[src/rtl/key_conditioner.sv]
// key_conditioner: synchronises raw push-button inputs into the clock domain,
// debounces each key independently and turns accepted level changes into
// single-cycle press / release pulses, plus optional auto-repeat pulses while
// a key stays held. Every output is a flop; nothing combinational reaches the
// ports from key_raw.
module key_conditioner #(
  parameter int unsigned keys            = 2,
  parameter bit          pressed_level   = 1'b1,
  parameter int unsigned debounce_cycles = 500000,
  parameter int unsigned hold_cycles     = 25000000,
  parameter int unsigned repeat_cycles   = 5000000
) (
  input  logic            clock,
  input  logic            rst_n,
  input  logic [keys-1:0] key_raw,
  output logic [keys-1:0] key_level,
  output logic [keys-1:0] key_press,
  output logic [keys-1:0] key_release,
  output logic [keys-1:0] key_repeat
);

  // Auto-repeat is switched off entirely when the hold time is zero; the hold
  // counter then never moves, so its width only needs to cover one count.
  localparam bit          REPEAT_EN = (hold_cycles != 0);
  localparam int unsigned HOLD_MAX  = !REPEAT_EN ? 1 :
                                      ((hold_cycles > repeat_cycles) ? hold_cycles : repeat_cycles);

  // Counters are sized to hold exactly their terminal value.
  localparam int DB_W   = (debounce_cycles < 2) ? 1 : $clog2(debounce_cycles + 1);
  localparam int HOLD_W = (HOLD_MAX < 2) ? 1 : $clog2(HOLD_MAX + 1);

  // A counter that is about to reach its terminal value fires instead of
  // incrementing, which is why these constants are "terminal minus one".
  localparam logic [DB_W-1:0]   DB_LAST   = DB_W'((debounce_cycles == 0) ? 0 : debounce_cycles - 1);
  localparam logic [HOLD_W-1:0] HOLD_LAST = HOLD_W'(REPEAT_EN ? hold_cycles - 1 : 0);
  localparam logic [HOLD_W-1:0] REP_LAST  = HOLD_W'((repeat_cycles == 0) ? 0 : repeat_cycles - 1);

  typedef enum logic [1:0] {
    ST_RELEASED = 2'd0,
    ST_HOLD     = 2'd1,
    ST_REPEAT   = 2'd2
  } key_state_e;

  for (genvar i = 0; i < keys; i++) begin : g_key

    logic              raw_pressed;
    logic              s1;
    logic              s2;
    logic              level_q;
    logic [DB_W-1:0]   db_count;
    logic              db_expire;
    logic              accept_press;
    logic              accept_release;

    key_state_e        state_q;
    key_state_e        state_d;
    logic [HOLD_W-1:0] hold_count_q;
    logic [HOLD_W-1:0] hold_count_d;
    logic              press_q;
    logic              press_d;
    logic              release_q;
    logic              release_d;
    logic              repeat_q;
    logic              repeat_d;

    // Normalise polarity up front so everything downstream reads 1 = pressed.
    assign raw_pressed = (key_raw[i] == pressed_level);

    // Two-flop synchroniser; the raw pin is never looked at anywhere else.
    always_ff @(posedge clock or negedge rst_n) begin
      if (!rst_n) begin
        s1 <= 1'b0;
        s2 <= 1'b0;
      end else begin
        s1 <= raw_pressed;
        s2 <= s1;
      end
    end

    // The debounce run completes on the sample that would bring the count to
    // its terminal value; the FSM sees that as an accepted press or release.
    assign db_expire      = (s2 != level_q) && (db_count == DB_LAST);
    assign accept_press   = db_expire && s2;
    assign accept_release = db_expire && !s2;

    // Count consecutive samples disagreeing with the accepted level; any
    // agreeing sample restarts the run, so short glitches never get through.
    always_ff @(posedge clock or negedge rst_n) begin
      if (!rst_n) begin
        db_count <= '0;
        level_q  <= 1'b0;
      end else if (s2 == level_q) begin
        db_count <= '0;
      end else if (db_expire) begin
        db_count <= '0;
        level_q  <= s2;
      end else begin
        db_count <= db_count + 1'b1;
      end
    end

    // Key FSM state, hold/repeat counter and the registered event pulses.
    always_ff @(posedge clock or negedge rst_n) begin
      if (!rst_n) begin
        state_q      <= ST_RELEASED;
        hold_count_q <= '0;
        press_q      <= 1'b0;
        release_q    <= 1'b0;
        repeat_q     <= 1'b0;
      end else begin
        state_q      <= state_d;
        hold_count_q <= hold_count_d;
        press_q      <= press_d;
        release_q    <= release_d;
        repeat_q     <= repeat_d;
      end
    end

    // Next-state logic: a release always wins over a repeat that would expire
    // in the same cycle, which keeps the three pulses mutually exclusive.
    always_comb begin
      state_d      = state_q;
      hold_count_d = hold_count_q;
      press_d      = 1'b0;
      release_d    = 1'b0;
      repeat_d     = 1'b0;
      case (state_q)
        ST_RELEASED: begin
          if (accept_press) begin
            press_d      = 1'b1;
            hold_count_d = '0;
            state_d      = ST_HOLD;
          end
        end
        ST_HOLD: begin
          if (accept_release) begin
            release_d    = 1'b1;
            hold_count_d = '0;
            state_d      = ST_RELEASED;
          end else if (REPEAT_EN) begin
            if (hold_count_q == HOLD_LAST) begin
              repeat_d     = 1'b1;
              hold_count_d = '0;
              state_d      = ST_REPEAT;
            end else begin
              hold_count_d = hold_count_q + 1'b1;
            end
          end
        end
        ST_REPEAT: begin
          if (accept_release) begin
            release_d    = 1'b1;
            hold_count_d = '0;
            state_d      = ST_RELEASED;
          end else if (hold_count_q == REP_LAST) begin
            repeat_d     = 1'b1;
            hold_count_d = '0;
          end else begin
            hold_count_d = hold_count_q + 1'b1;
          end
        end
        default: begin
          hold_count_d = '0;
          state_d      = ST_RELEASED;
        end
      endcase
    end

    assign key_level[i]   = level_q;
    assign key_press[i]   = press_q;
    assign key_release[i] = release_q;
    assign key_repeat[i]  = repeat_q;

  end

endmodule
[config.mk]
export PLATFORM = sky130hd
export DESIGN_NAME = key_conditioner
export DESIGN_NICKNAME = d
export VERILOG_FILES = /design/src/rtl/key_conditioner.sv
export SDC_FILE = /design/constraint.sdc
export NUM_CORES = 1
export LEC_CHECK = 0
export CORE_AREA = 2 2 121 87
export CTS_BUF_LIST = sky130_fd_sc_hd__clkbuf_8
export DETAILED_ROUTE_END_ITERATION = 10
export DIE_AREA = 0 0 123 89
export PLACE_DENSITY_LB_ADDON = 0.05
export RECOVER_POWER = 25
export SLEW_MARGIN = 20
export SYNTH_ARGS = -nofsm -noshare
export SYNTH_HDL_FRONTEND = slang
export SYNTH_SLANG_ARGS = --single-unit
[constraint.sdc]
create_clock -name clock -period 4 [get_ports clock]
set_input_delay 0.8 -clock clock [delete_from_list [all_inputs] [get_ports clock]]
set_output_delay 0.8 -clock clock [all_outputs]
set_load 0.05 [all_outputs]
=== After elaboration in Yosys (flattened, before gate mapping) ===
Index checks and enable logic that the tools add are counted.

* $add $sub $neg: 4
* Multipliers: 0
* Div/mod/pow operators: 0
* Order comparisons: 0
* Eq/ne operators: 20
* Shift operators: 0
* Mux-type cells: 44
* Bitwise operators: 2
* Reductions and logical operators: 16

{| class="wikitable"
|+ Operators by type and width
! cell !! count
|-
| $mux W25 || 10
|-
| $pmux W25 S3 || 2
|-
| $mux W19 || 4
|-
| $add A25 B1 Y25 const B || 2
|-
| $eq A25 B23 Y1 const B || 2
|-
| $eq A25 B25 Y1 const B || 2
|-
| $add A19 B1 Y19 const B || 2
|-
| $eq A19 B19 Y1 const B || 2
|-
| $mux W1 || 16
|-
| $mux W2 || 8
|-
| $pmux W2 S3 || 2
|-
| $ne A2 B2 Y1 const B || 4
|-
| $logic_and A1 B1 Y1 || 6
|-
| $ne A3 B3 Y1 const B || 2
|-
| $reduce_and A3 Y1 || 2
|-
| $eq A2 B1 Y1 const B || 2
|-
| $eq A2 B2 Y1 const B || 2
|-
| $logic_not A2 Y1 || 2
|-
| $pmux W1 S2 || 2
|-
| $reduce_and A2 Y1 || 2
|-
| $reduce_or A2 Y1 || 2
|-
| $eq A1 B1 Y1 || 2
|-
| $logic_not A1 Y1 || 2
|-
| $ne A1 B1 Y1 || 2
|-
| $not A1 Y1 || 2
|}

* Register bits after elaboration: 104
* Bits in latches: 0
* Memory bits (writable): 0
* Bits in read-only memories: 0
* Bits of input ports: 4
* Output and inout bits: 8
* Logic and storage cells: 104
* Memories kept: 0

=== Longest topological paths before layout ===
Gate-level depths: netlist (run 1).

* Depth after elaboration: 5
* Depth in mapped cells: 9
* Mapped depth without buffers: 7

=== Least setup slack after synthesis (run 1) ===
No wires, ideal clock.

* Path kind: reg-to-reg
* From: register g_key[0].db_count[6]
* To: register g_key[0].hold_count_q[21]
* Library setup time: 0.069 ns
* Arrival time: 2.638 ns
* Data required time: 3.931 ns
* Path slack: 1.293 ns
* Stages on the path, launching flop included: 9
* Path buffers: 2
* Clock period less this slack: 2.707 ns
* Path through: dfrtp_1 -> or4b_1 -> or4_1 -> buf_2 -> o31a_1 -> a211o_1 -> buf_2 -> or3_1 -> nand3_1

* Word-level cells in the longest chain between the ends: 5
* Elaborated cells between the ends (all ways): 8
* Those cells by class: eq/ne: 2; mux: 3; reduce/logical: 3

{| class="wikitable"
|+ Ends and longest elaborated chain
! item !! RTL line !! text
|-
| start: declaration || 50 || <nowiki>logic [DB_W-1:0] db_count;</nowiki>
|-
| start signal: assignment || 98 || <nowiki>db_count <= db_count + 1'b1;</nowiki>
|-
| $eq A19 B19 Y1 (*) || 82 || <nowiki>assign db_expire = (s2 != level_q) && (db_count == DB_LAST);</nowiki>
|-
| $logic_and A1 B1 Y1 (*) || 82 ||
|-
| $logic_and A1 B1 Y1 || 84 || <nowiki>assign accept_release = db_expire && !s2;</nowiki>
|-
| $mux W25, on equally long branches || 151, 136 ||
|-
| $pmux W25 S3 || 127 || <nowiki>case (state_q)</nowiki>
|-
| end signal: assignment || 112 || <nowiki>hold_count_q <= hold_count_d;</nowiki>
|-
| end: declaration || 57 || <nowiki>logic [HOLD_W-1:0] hold_count_q;</nowiki>
|}

Every way passes the cells marked *; elsewhere a longest branch is shown, timed or not.
A chain may end at the register's enable or synchronous reset.

=== Worst setup path in the final report (run 1) ===
* From: register g_key[0].db_count[6]
* To: register g_key[0].hold_count_q[14]

Same word-level chain as after synthesis.

==> results of run 1 <==
registers in the layout (all words and copies together) (netlist names):
register and count:
g_key.level_q 2, g_key.db_count 38, g_key.repeat_q 2, g_key.s2 2, g_key.press_q 2, g_key.s1 2
g_key.hold_count_q 50, g_key.release_q 2, g_key.state_q 4
cells in the mapped netlist (all sizes together) (2+ instances only):
cell / count / area share, %
o31a: 2 / 0.31
xor2: 20 / 3.1
or4: 13 / 1.8
and3: 14 / 1.6
nor4bb: 4 / 0.72
or3: 12 / 1.3
nor4: 11 / 1.2
o2bb2ai: 4 / 0.63
a21o: 6 / 0.81
buf: 11 / 1.3
clkbuf: 19 / 1.3
inv: 17 / 1.1
o41ai: 5 / 0.79
o21bai: 2 / 0.27
o311ai: 20 / 3.1
dfrtp: 104 / 47
nand3: 62 / 5.6
mux2: 2 / 0.40
nor4b: 2 / 0.31
a21boi: 2 / 0.27
ha: 10 / 2.2
xnor2: 13 / 2.0
a31oi: 2 / 0.22
nand4: 22 / 2.5
o31ai: 10 / 1.3
nand2: 78 / 5.3
and4: 6 / 0.94
nor2b: 2 / 0.22
o21ai: 21 / 1.9
nor2: 61 / 4.1
a21oi: 12 / 1.1
nor3: 7 / 0.63
and2: 6 / 0.67
or2: 6 / 0.67
nand2b: 8 / 0.90
a22oi: 4 / 0.54
mux2i: 3 / 0.54
path summary, 6_finish.rpt:
check | to | slack, ps | cells past startpoint | from
setup / recovery | g_key[0].hold_count_q[14] | 760 | 7 | g_key[0].db_count[6]
hold / removal | g_key[0].s2 | 360 | 0 | g_key[0].s1
setup reg to reg | g_key[0].hold_count_q[14] | 760 | 7 | g_key[0].db_count[6]
hold reg to reg | g_key[0].s2 | 360 | 0 | g_key[0].s1
max in group asynchronous | g_key[1].db_count[12] | 2000 | 1 | rst_n
min in group asynchronous | g_key[0].hold_count_q[10] | 890 | 1 | rst_n
power breakdown:
| group | leakage, uW | total, uW | internal, uW | switching (uW) |
|---|---|---|---|---|
| Combinational | 0.000815 | 40.8 | 9.38 | 31.4 |
| Clock | 0.0000945 | 607 | 246 | 361 |
| Sequential | 0.00144 | 1060 | 1060 | 6.80 |
| Total | 0.00235 | 1710 | 1310 | 399 |
per-layer routing:
metal  track usage [%]  vias to the layer above
met5                 0                        -
met4              4.24                        0
met3              4.66                        6
met2              35.9                       85
met1              34.6                     2153
li1                  -                     2222
critical path, cell delays in order, from the launching register on:
cell	delay, ps
dfrtp_1	430
or4b_1	510
or4_1	590
o31a_1	280
buf_4	210
a211o_1	580
or3_1	450
o21ai_0	80
through the flow:
step	utilization, %	instance area, sq um	setup slack [ps]	total power [uW]
3_5_place_dp	59.3	5740	807	1130
2_1_floorplan	-	5560	1290	1100
4_1_cts	61.1	5920	764	1740
5_1_grt	61.1	5920	552	1790
6_report	61.1	5920	764	1710
3_3_place_gp	59.3	5740	861	1130
cell families after synthesis:
| logic type | after synthesis |
|---|---|
| flip-flops | 104 |
| AO/OA/AOI/OAI | 94 |
| adder cells (fa/ha/maj) | 10 |
| multiplexers | 5 |
| AND/OR/NAND/NOR | 319 |
| XOR/XNOR | 33 |
| buffers and inverters | 47 |
cell type report:
| cell class | instances | share of cell area (%) |
|---|---|---|
| tap | 128 | 2.71 |
| sequential | 104 | 44.0 |
| multi-input combinational | 461 | 46.5 |
| clock buffer | 10 | 2.33 |
| timing repair buffer | 17 | 2.75 |
| inverter | 17 | 1.08 |
| clock inverter | 6 | 0.719 |
==> results_dict.tcl, run 1 <==
set metrics [dict create \
    place.gp.congestion 0.828 \
    startpoint_type "flip-flop" \
    routed_wl_um 11500 \
    slew_violations 71 \
    final_common_cell "dfrtp_1" \
    chipWidth_um 123 \
    route.met3.wl_um 436 \
    fin_setup_tns_ps 0 \
    async_reset_ff_share_pct 100 \
    drtPass1Iterations 4 \
    relSlewSlack_pct -21.6 \
    fillers 835 \
    rsz0062_at_grt "false" \
    dp_hpwl_um 7730 \
    avgRoutedWirePerCell_um 15.4 \
    synth_top_flop_cell "dfrtp_1" \
    fin_crit_ps 3240 \
    core.rowCount 30 \
    met1_length_um 5950 \
    num_antenna_cells 0 \
    track_usage_pct 23.3 \
    status "complete, but fails checks" \
    hp-class "flip-flop to flip-flop" \
    antenna_found_initial 0 \
    syn_avg_cell_area_sq_um 9.09 \
    critPathCaptureType "flip-flop" \
    synthSimpleGateAreaFrac_pct 29.2 \
    syn_area_sq_um 5560 \
    synth_enable_flop_cells 0 \
    hold_ws_ps 357 \
    drc_errors 0 \
    drt.antenna.violating_nets 0 \
    synthCells 612 \
    synth_compound_area_share_pct 11.9 \
    p_leak_uw 0.00235 \
    synth_top_family_by_area "simple AND/OR/NAND/NOR gates" \
    top_layer_used "met4" \
    yosysSeqAreaShare_pct 46.8 \
    synth_cell_types 48 \
    start_util_pct 57.4 \
    num_vias 4466 \
    io_buffers 11 \
    viasPerCell 6.01 \
    seqCellArea_sq_um 2600 \
    cts_inserted_buffers 9 \
    clockBufferDepth 2 \
    place_inst 727 \
    cts_root_buf "clkbuf_8" \
    ys_ff_latch 104 \
    hold_buffers 0 \
    grt_pass1_wl_um 20400 \
    final_cell_mix "dfrtp_1, nand2_1, nand3_1, nor2_1, nand4_1" \
    skew_ps 14.4 \
    ys_warn_count 0 \
    maxCapViolations 1 \
    overflow 0 \
    synth_xor_area_share_pct 5.20 \
    critPathRequiredTime_ps 4280 \
    grt_pass1_vias 4229 \
    setup_viol 0 \
    syn-num-nets 626 \
    violations "capacitance limit, slew limit" \
    fin_nets 624 \
    arrival_ps 3520 \
    cts_tree "yes" \
    syn_to_final_growth_pct 6.41 \
    grt_max_degree 72 \
    dr_wl_met2_um 5000 \
    clk_pin_slew_worst_paths_ps 100 \
    multi_input_area_sq_um 2750 \
    drt_iter0_markers 389 \
    cts.repair.resized 0 \
    ioPinCount 12 \
    core_sq_um 9680 \
    p_per_area_nw_per_um2 289 \
    worstSkewPairLatency_ps 370 \
    drive_above_1_share_pct 4.88 \
    worst_pin_slew_ps 1820 \
    fin_cells 743 \
    crit_type "flip-flop to flip-flop" \
    fmax_mhz 309 \
    cts_setup_buffers 0 \
    finalCritPeriodShare_pct 80.9 \
    die_h_um 89 \
    synth_mux_area_share_pct 0.945 \
    ir_drop_v 0.000256 \
    synthAdderAreaFrac_pct 2.25 \
    design.die.area_sq_um 10900 \
    hold_viol 0 \
    cp_max_fo 23 \
    cts_max_level 3 \
    cts_sinks 104 \
]
Power figures use the tool's default switching activity.
==> inputs of run 2 (changes only) <==
- clock period: 4 -> 2.9 ns (I/O delays scaled with it)
==> results_dict.tcl, run 2 (synthesized netlist as in run 1, its figures left out) <==
set metrics [dict create \
    p_leak_uw 0.00239 \
    cp_max_fo 14 \
    worst_path_max_delay_cell "or4b_1" \
    num_antenna_cells 0 \
    final_common_cell "dfrtp_1" \
    fillers 842 \
    drc_errors 0 \
    drive_above_1_share_pct 6.56 \
    cts_inserted_buffers 9 \
    arrival_ps 3060 \
    drt_iter0_markers 287 \
    chipWidth_um 123 \
    die_h_um 89 \
    status "complete, but fails checks" \
    fin_crit_ps 2730 \
    track_usage_pct 23.2 \
    cts_setup_buffers 0 \
    start_util_pct 57.4 \
    critPathRequiredTime_ps 3220 \
    p_per_area_nw_per_um2 390 \
    crit_type "flip-flop to flip-flop" \
    drtPass1Iterations 5 \
    core_sq_um 9680 \
    num_vias 4540 \
    setup_slack_ps 165 \
    multi_input_area_sq_um 2760 \
    place.gp.congestion 0.827 \
    critical_path.top_delay_family "simple AND/OR/NAND/NOR gates" \
    setup_viol 0 \
    hp-class "flip-flop to flip-flop" \
    avgRoutedWirePerCell_um 15.4 \
    drt.antenna.violating_nets 0 \
    io_buffers 11 \
    cts_root_buf "clkbuf_8" \
    largest_reg_flops 50 \
    max_stage_delay_ps 510 \
    fin_nets 635 \
    viasPerCell 6.03 \
    cts_sinks 104 \
    design.die.area_sq_um 10900 \
    largest_registers "g_key.hold_count_q: 50 flops, g_key.db_count: 38 flops, g_key.state_q: 4 flops" \
    syn_to_final_growth_pct 7.76 \
    routed_wl_um 11600 \
    dp_hpwl_um 7900 \
    grt_max_degree 67 \
    ioPinCount 12 \
    antenna_found_initial 0 \
    grt_pass1_vias 4237 \
    final_cell_mix "dfrtp_1, nand2_1, nand3_1, nor2_1, nand4_1" \
    slew_violations 66 \
    clk_pin_slew_worst_paths_ps 100 \
    ir_drop_v 0.000283 \
    crit_chain "or4b_1 -> or4_1 -> o31a_1 -> a211o_2 -> buf_4 -> nor4_1 -> a21o_1" \
    worst_pin_slew_ps 1690 \
    fmax_mhz 366 \
    rsz0062_at_grt "false" \
    cts_max_level 3 \
    violations "capacitance limit, slew limit" \
    maxCapViolations 1 \
    clockBufferDepth 2 \
    hold_viol 0 \
    crit_buf_inv 1 \
    cts_tree "yes" \
    seqCellArea_sq_um 2600 \
    startpoint_type "flip-flop" \
    dpl_worst_slack_ps 54.7 \
    overflow 0 \
    top_register "g_key.hold_count_q" \
    grt_pass1_wl_um 20200 \
    worstSkewPairLatency_ps 370 \
    core.rowCount 30 \
    skew_ps 7.20 \
    finalCritPeriodShare_pct 94.3 \
    relSlewSlack_pct -12.7 \
    critPathCaptureType "flip-flop" \
    fin_setup_tns_ps 0 \
]
[run 2: power by group]
group / internal [uW] / total [uW] / switching (uW)
sequential: 1460 / 1470 / 9.03
combinational: 13.6 / 56.6 / 43.0
clock: 305 / 813 / 509
total: 1780 / 2340 / 561
[run 2: final timing paths]
path	end	startpoint	slack, ps	cells past startpoint
worst max-delay path	g_key[0].hold_count_q[10]	g_key[0].db_count[6]	170	7
worst min-delay path	g_key[0].s2	g_key[0].s1	350	0
worst max register to register	g_key[0].hold_count_q[10]	g_key[0].db_count[6]	170	7
worst min register to register	g_key[0].s2	g_key[0].s1	350	0
max in group asynchronous	g_key[1].db_count[5]	rst_n	1260	1
min in group asynchronous	g_key[0].hold_count_q[16]	rst_n	620	1
[run 2: metal layers]
layer	track usage (%)	routed length, um	part of all wire (%)
met5	0	0	0
met1	33.6	5940	51
met2	35.9	5170	45
met3	4.85	393	3.4
met4	6.10	114	0.98
[run 2: final cells by class]
type	instances	area share, %
clock buffer	9	2.07
clock inverter	6	0.668
inverter	17	1.06
multi-input combinational	461	46.0
sequential	104	43.4
tap	128	2.67
timing repair buffer	28	4.09
[run 2: per-stage QoR]
stage,hold slack (ps),utilization (%),instance area [sq um],std cells,power [uW]
floorplan,284,-,5560,612,1510
global placement,334,60.1,5820,738,1550
detailed placement,338,60.1,5820,738,1560
CTS,336,61.8,5990,753,2370
global route,365,61.9,5990,753,2440
finish,353,61.9,5990,753,2340
[run 2: repair_timing]
| item | in CTS | in global routing |
|---|---|---|
| gates resized for setup | 0 | 2 |
| hold buffers | 0 | 0 |
| setup endpoints to repair | 0 | 15 |
==> inputs of run 3 (changes only) <==
- CTS_CLUSTER_DIAMETER: default -> 30
==> results of run 3 <==
No change in the layout: final DEF, timing and power equal those of run 2.
